--- config.mk ---
export PLATFORM = sky130hd
export DESIGN_NAME = tcdm_bank_shim
export DESIGN_NICKNAME = d
export VERILOG_FILES = /design/src/rtl/tcdm_bank_shim.sv
export SDC_FILE = /design/constraint.sdc
export NUM_CORES = 1
export LEC_CHECK = 0
export CORE_UTILIZATION = 49
export CTS_CLUSTER_DIAMETER = 120
export DETAILED_ROUTE_END_ITERATION = 6
export HOLD_SLACK_MARGIN = 0.12
export PLACE_DENSITY_LB_ADDON = 0.1
export SYNTH_ARGS = -nofsm -noshare
export SYNTH_HDL_FRONTEND = slang
export SYNTH_SLANG_ARGS = --single-unit
--- constraint.sdc ---
create_clock -name clk_i -period 9.5 [get_ports clk_i]
set_input_delay 1.425 -clock clk_i [delete_from_list [all_inputs] [get_ports clk_i]]
set_output_delay 1.425 -clock clk_i [all_outputs]
set_load 0.05 [all_outputs]
--- src/rtl/tcdm_bank_shim.sv ---
// tcdm_bank_shim: bridges the tile-side TCDM slave request/response channel to
// one single-port SRAM bank with 1-cycle read latency. Responses return in
// acceptance order through a fall-through FIFO of depth NumOutstanding.
// Optional atomics are compiled in with the macro TCDM_SHIM_AMO_EN.
// The payload layout mirrors mempool_pkg::tcdm_payload_t as
// {meta_id, core_id, amo[3:0], data[31:0]}.
//
// state  | meaning
// IDLE   | normal operation, requests accepted while FIFO space remains
// AMO_WB | AMO write-back cycle, request side stalled
module tcdm_bank_shim #(
    parameter int unsigned NumOutstanding = 2,
    parameter int unsigned BankAddrWidth  = 10,
    parameter int unsigned MetaIdWidth    = 4,
    parameter int unsigned CoreIdWidth    = 8,
    parameter int unsigned IniAddrWidth   = 4,
    localparam int unsigned BeWidth       = 4,
    localparam int unsigned DataWidth     = 32,
    localparam int unsigned AmoWidth      = 4,
    localparam int unsigned PayloadWidth  = MetaIdWidth + CoreIdWidth + AmoWidth + DataWidth
) (
    input  logic                     clk_i,
    input  logic                     rst_i,
    input  logic                     req_valid_i,
    output logic                     req_ready_o,
    input  logic [BankAddrWidth-1:0] req_addr_i,
    input  logic                     req_wen_i,
    input  logic [BeWidth-1:0]       req_be_i,
    input  logic [PayloadWidth-1:0]  req_payload_i,
    input  logic [IniAddrWidth-1:0]  req_ini_addr_i,
    output logic                     resp_valid_o,
    input  logic                     resp_ready_i,
    output logic [PayloadWidth-1:0]  resp_payload_o,
    output logic [IniAddrWidth-1:0]  resp_ini_addr_o,
    output logic                     mem_req_o,
    output logic                     mem_we_o,
    output logic [BankAddrWidth-1:0] mem_addr_o,
    output logic [BeWidth-1:0]       mem_be_o,
    output logic [DataWidth-1:0]     mem_wdata_o,
    input  logic [DataWidth-1:0]     mem_rdata_i
);

    localparam int unsigned TagWidth   = PayloadWidth - DataWidth;
    localparam int unsigned EntryWidth = IniAddrWidth + PayloadWidth;
    localparam int unsigned PtrWidth   = (NumOutstanding > 1) ? $clog2(NumOutstanding) : 1;
    localparam int unsigned CntWidth   = $clog2(NumOutstanding + 1);
    localparam logic [PtrWidth-1:0] LastPtr = PtrWidth'(NumOutstanding - 1);

    typedef enum logic {IDLE, AMO_WB} state_e;

    state_e                   state_q, state_d;
    logic                     accept, is_amo_req;
    logic [DataWidth-1:0]     req_data, amo_result;
    logic [BankAddrWidth-1:0] amo_addr;

    logic                     inflight_q, pend_write_q;
    logic [TagWidth-1:0]      pend_tag_q;
    logic [IniAddrWidth-1:0]  pend_ini_q;
    logic [DataWidth-1:0]     pend_rdata;
    logic [EntryWidth-1:0]    pend_entry, resp_entry;

    logic [EntryWidth-1:0]    fifo_mem [NumOutstanding];
    logic [PtrWidth-1:0]      wr_ptr_q, rd_ptr_q;
    logic [CntWidth-1:0]      fifo_count_q;
    logic                     fifo_empty, resp_pop, bypass, push, pop_fifo;

    assign req_data = req_payload_i[DataWidth-1:0];

    // A pop in this cycle does not free space for an acceptance in this cycle.
    assign req_ready_o = !rst_i && (state_q == IDLE) &&
                         ((32'(fifo_count_q) + 32'(inflight_q)) < NumOutstanding);
    assign accept      = req_valid_i && req_ready_o;

`ifdef TCDM_SHIM_AMO_EN
    logic [AmoWidth-1:0]      req_amo, amo_op_q;
    logic [DataWidth-1:0]     amo_opnd_q;
    logic [BankAddrWidth-1:0] amo_addr_q;

    assign req_amo    = req_payload_i[DataWidth +: AmoWidth];
    assign is_amo_req = (req_amo >= 4'd1) && (req_amo <= 4'd9);
    assign amo_addr   = amo_addr_q;

    // Hold the AMO opcode, operand and address for the write-back cycle.
    always_ff @(posedge clk_i or posedge rst_i) begin
        if (rst_i) begin
            amo_op_q   <= '0;
            amo_opnd_q <= '0;
            amo_addr_q <= '0;
        end else if (accept) begin
            amo_op_q   <= req_amo;
            amo_opnd_q <= req_data;
            amo_addr_q <= req_addr_i;
        end
    end

    // Combine the old word (arriving from the bank) with the AMO operand.
    always_comb begin
        amo_result = mem_rdata_i;
        case (amo_op_q)
            4'd1: amo_result = amo_opnd_q;
            4'd2: amo_result = mem_rdata_i + amo_opnd_q;
            4'd3: amo_result = mem_rdata_i & amo_opnd_q;
            4'd4: amo_result = mem_rdata_i | amo_opnd_q;
            4'd5: amo_result = mem_rdata_i ^ amo_opnd_q;
            4'd6: amo_result = ($signed(mem_rdata_i) > $signed(amo_opnd_q)) ? mem_rdata_i : amo_opnd_q;
            4'd7: amo_result = (mem_rdata_i > amo_opnd_q) ? mem_rdata_i : amo_opnd_q;
            4'd8: amo_result = ($signed(mem_rdata_i) < $signed(amo_opnd_q)) ? mem_rdata_i : amo_opnd_q;
            4'd9: amo_result = (mem_rdata_i < amo_opnd_q) ? mem_rdata_i : amo_opnd_q;
            default: amo_result = mem_rdata_i;
        endcase
    end
`else
    assign is_amo_req = 1'b0;
    assign amo_result = '0;
    assign amo_addr   = '0;
`endif

    // Track the access issued last cycle; its response is formed next cycle.
    always_ff @(posedge clk_i or posedge rst_i) begin
        if (rst_i) begin
            inflight_q   <= 1'b0;
            pend_write_q <= 1'b0;
            pend_tag_q   <= '0;
            pend_ini_q   <= '0;
        end else begin
            inflight_q <= accept;
            if (accept) begin
                pend_write_q <= req_wen_i && !is_amo_req;
                pend_tag_q   <= req_payload_i[PayloadWidth-1:DataWidth];
                pend_ini_q   <= req_ini_addr_i;
            end
        end
    end

    assign pend_rdata = pend_write_q ? '0 : mem_rdata_i;
    assign pend_entry = {pend_ini_q, pend_tag_q, pend_rdata};

    assign fifo_empty = (fifo_count_q == '0);
    assign resp_entry = !fifo_empty ? fifo_mem[rd_ptr_q] : (inflight_q ? pend_entry : '0);
    assign resp_valid_o    = inflight_q || !fifo_empty;
    assign resp_payload_o  = resp_entry[PayloadWidth-1:0];
    assign resp_ini_addr_o = resp_entry[EntryWidth-1:PayloadWidth];

    // An empty FIFO lets the fresh response fall straight through when taken.
    assign resp_pop = resp_valid_o && resp_ready_i;
    assign bypass   = inflight_q && fifo_empty && resp_pop;
    assign push     = inflight_q && !bypass;
    assign pop_fifo = resp_pop && !fifo_empty;

    // FIFO pointers and occupancy; pointers wrap at NumOutstanding.
    always_ff @(posedge clk_i or posedge rst_i) begin
        if (rst_i) begin
            wr_ptr_q     <= '0;
            rd_ptr_q     <= '0;
            fifo_count_q <= '0;
        end else begin
            if (push) wr_ptr_q <= (wr_ptr_q == LastPtr) ? '0 : wr_ptr_q + 1'b1;
            if (pop_fifo) rd_ptr_q <= (rd_ptr_q == LastPtr) ? '0 : rd_ptr_q + 1'b1;
            if (push && !pop_fifo) fifo_count_q <= fifo_count_q + 1'b1;
            else if (pop_fifo && !push) fifo_count_q <= fifo_count_q - 1'b1;
        end
    end

    // FIFO storage needs no reset; occupancy alone qualifies its contents.
    always_ff @(posedge clk_i) begin
        if (push) fifo_mem[wr_ptr_q] <= pend_entry;
    end

    // FSM state register.
    always_ff @(posedge clk_i or posedge rst_i) begin
        if (rst_i) state_q <= IDLE;
        else       state_q <= state_d;
    end

    // FSM next state: an accepted AMO spends exactly one cycle in write-back.
    always_comb begin
        state_d = state_q;
        case (state_q)
            IDLE:   if (accept && is_amo_req) state_d = AMO_WB;
            AMO_WB: state_d = IDLE;
            default: state_d = IDLE;
        endcase
    end

    // FSM outputs: bank port driven by write-back or by the accepted request.
    always_comb begin
        mem_req_o   = 1'b0;
        mem_we_o    = 1'b0;
        mem_addr_o  = '0;
        mem_be_o    = '0;
        mem_wdata_o = '0;
        if (state_q == AMO_WB) begin
            mem_req_o   = 1'b1;
            mem_we_o    = 1'b1;
            mem_addr_o  = amo_addr;
            mem_be_o    = 4'hF;
            mem_wdata_o = amo_result;
        end else if (accept) begin
            mem_req_o   = 1'b1;
            mem_we_o    = req_wen_i && !is_amo_req;
            mem_addr_o  = req_addr_i;
            mem_be_o    = req_be_i;
            mem_wdata_o = req_data;
        end
    end

endmodule

==> impl_metrics.py <==
metrics = {
    "timing": {
        "rsz0062_at_grt": "false",
        "finalHoldViolations": 0,
        "finalSetupTns_ns": 0,
        "hold_ws_ns": 0.4962,
        "finalSetupViolCount": 0,
        "clock.fmax_mhz": 178.7,
        "tightest_slew_ns": 1.144,
        "period_share": 0.5890,
        "drv_slew": 0,
        "setup_ws_ns": 3.904,
        "fin_crit_ns": 5.596,
        "skew_ns": 0.006266,
        "relSlewSlack": 0.2375,
    },
    "logic_synthesis": {
        "syn_nets": 547,
        "synth_top_family_by_area": "multiplexers",
        "synth_xor_area_frac": 0.002943,
        "synth_top_area_cell": "edfxtp_1",
        "avgSynthCellArea_um2": 13.41,
        "ys_seq_area_frac": 0.6340,
        "synth-compound-area-share": 0.05192,
        "synth_seq_cells": 130,
        "yosys_warnings": 0,
        "synth_fa_ha_area_frac": 0,
        "synth_top_area_share": 0.5247,
        "synth_area_leaders": "edfxtp_1, dfrtp_1, mux2i_1",
        "synthMuxAreaShare": 0.1392,
        "yosys.cell_types.count": 28,
        "netlist_area_um2": 5952,
        "synthSimpleGateAreaFrac": 0.1373,
        "syn_inst": 444,
    },
    "pwr": {
        "leakage_nw": 3.273,
        "p_total_w": 0.002558,
        "ir_worst_vdd_mv": 0.2085,
        "p_per_area_nw_per_um2": 298.6,
    },
    "global_route": {
        "grt_max_degree": 73,
        "grt_pass1_wl_mm": 22.67,
        "grt-ovfl-total": 0,
        "antenna_found_initial": 0,
        "track_usage": 0.2390,
        "grt_pass1_vias": 4244,
    },
    "clocking": {
        "cts_made_buffers": 17,
        "clk_path_buf_depth": 2,
        "postCtsSetupBuffers": 0,
        "numClockSinks": 130,
        "h-tree-depth": 4,
        "tritoncts": "yes",
        "cts.clk_slew.worst_paths_ns": 0.05,
        "postCtsResizedCells": 0,
        "cts_root_buf": "clkbuf_16",
        "ctsHoldBuffers": 0,
        "clkLatencyLatePin_ns": 0.41,
    },
    "placed_design": {
        "port_buffers": 204,
        "gp_congestion": 0.8722,
        "pre_cts_slack_ns": 3.616,
        "dp_hpwl_mm": 9.494,
    },
    "die": {
        "start_util": 0.5125,
        "core-area_um2": 11610,
        "rows": 39,
        "die_w_um": 112.2,
        "die_h_um": 112.2,
        "design.die.area_um2": 12590,
        "io_pins": 205,
    },
    "route": {
        "ant_nets": 0,
        "initialDrtViolationCount": 275,
        "num_vias": 4332,
        "drc_errors": 7,
        "firstDrtPassIters": 7,
        "avgViaCountPerCell": 5.484,
        "wl_mm": 14.60,
        "wl_per_cell_um": 18.47,
    },
    "layout": {
        "diodes": 0,
        "final_common_cell": "clkdlybuf4s50_1",
        "final_core_util": 0.7377,
        "drive_above_1_share": 0.1005,
        "layout_common_cells": "clkdlybuf4s50_1, edfxtp_1, o21ai_0, mux2i_1, nand3_1",
        "layout.nets": 737,
        "syn_to_final_growth_pct": 43.94,
    },
    "run": {
        "drv_cap": 0,
    },
    "run_status": {
        "violations": "DRC",
        "status": "finished with violations",
    },
    "worst_setup_path": {
        "reg2regPathDepth": 4,
        "cp-start-kind": "input pin",
        "crit_path_end_kind": "output port",
        "crit_required_ns": 8.08,
        "critPathMaxFanout": 48,
        "criticalPathCategory": "input pin to output port",
        "cp.arrival_ns": 4.17,
    },
    "hold_path": {
        "min_path_type": "flip-flop to flip-flop",
        "hold_depth": 0,
    },
}
## area by class of cell
class,count,area (µm²)
clock inverters,12,68.82
clock buffers,20,446.7
inverters,1,3.754
repair buffers,210,2095
flip-flops and latches,130,3779
multi-input cells,274,1996
fillers,783,3047
well taps,143,178.9
## logic make-up after synthesis
| family | count (synthesis) |
|---|---|
| and+or+nand+nor | 141 |
| xor gates and xnor gates | 2 |
| DFF | 130 |
| AOI/OAI and AO/OA | 58 |
| muxes | 73 |
| buffers and inverters | 40 |
## report_power, final
part / total [W] / switching, W / internal, W / leakage [nW]
clock: 0.000562 / 0.000227 / 0.000335 / 0.259
sequential: 0.000867 / 0.000125 / 0.000741 / 1.26
combinational: 0.00113 / 0.000720 / 0.000410 / 1.75
total: 0.00256 / 0.00107 / 0.00149 / 3.27
## flip-flops by register name (all words and copies together), names as in the netlist
| name | flops |
|---|---|
| pend_tag_q | 16 |
| fifo_count_q | 2 |
| pend_ini_q | 4 |
| wr_ptr_q | 1 |
| rd_ptr_q | 1 |
| pend_write_q | 1 |
| inflight_q | 1 |
| fifo_mem | 104 |
## critical path, cell delays in order
cell	delay [ns]
clkdlybuf4s50_1	1.21
and2_1	0.24
buf_4	0.39
clkdlybuf4s50_1	0.89
## metal layers
| layer | share of wire | GRT usage | routed length (µm) | vias up |
|---|---|---|---|---|
| met2 | 0.49 | 0.3760 | 7173 | 164 |
| met3 | 0.063 | 0.06102 | 922 | 23 |
| met1 | 0.43 | 0.3226 | 6226 | 2101 |
| met5 | 0 | 0 | 0 | - |
| li1 | - | - | - | 2044 |
| met4 | 0.019 | 0.08889 | 273 | 0 |
## through the flow
stage	std cells	cell area, µm²
6_report	790	8567
5_1_grt	790	8567
4_1_cts	789	8552
3_5_place_dp	757	8036
3_3_place_gp	757	8036
2_1_floorplan	444	5952
## synthesized netlist by cell type
cell and count:
buf_1 5, and2_1 2, xnor2_1 1, nor2b_1 36
o21ai_0 53, or2_2 1, and3_1 47, a211oi_2 1
clkbuf_1 18, a211oi_1 1, buf_12 2, o221a_2 1
nor2_1 1, clkbuf_2 1, buf_2 12, edfxtp_1 104
mux2i_1 52, xor2_1 1, nand3_1 52, buf_6 1
a21boi_1 1, inv_1 1, a21oi_1 1, mux2_4 19
nand4b_1 1, or3_1 1, dfrtp_1 26, mux2_2 2
## worst paths after layout
path	from	to	slack [ns]
worst max-delay path	req_valid_i	mem_req_o	3.90
worst min-delay path	pend_tag_q[6]$_DFFE_PP0N_	fifo_mem[1][38]$_DFFE_PP_	0.50
worst max register to register	inflight_q$_DFF_PP0_	fifo_mem[0][30]$_DFFE_PP_	6.75
worst min register to register	pend_tag_q[6]$_DFFE_PP0N_	fifo_mem[1][38]$_DFFE_PP_	0.50
max in group asynchronous	rst_i	rd_ptr_q$_DFFE_PP0P_	7.11
min in group asynchronous	rst_i	pend_tag_q[8]$_DFFE_PP0N_	1.65
(Power assumes the default switching activity.)
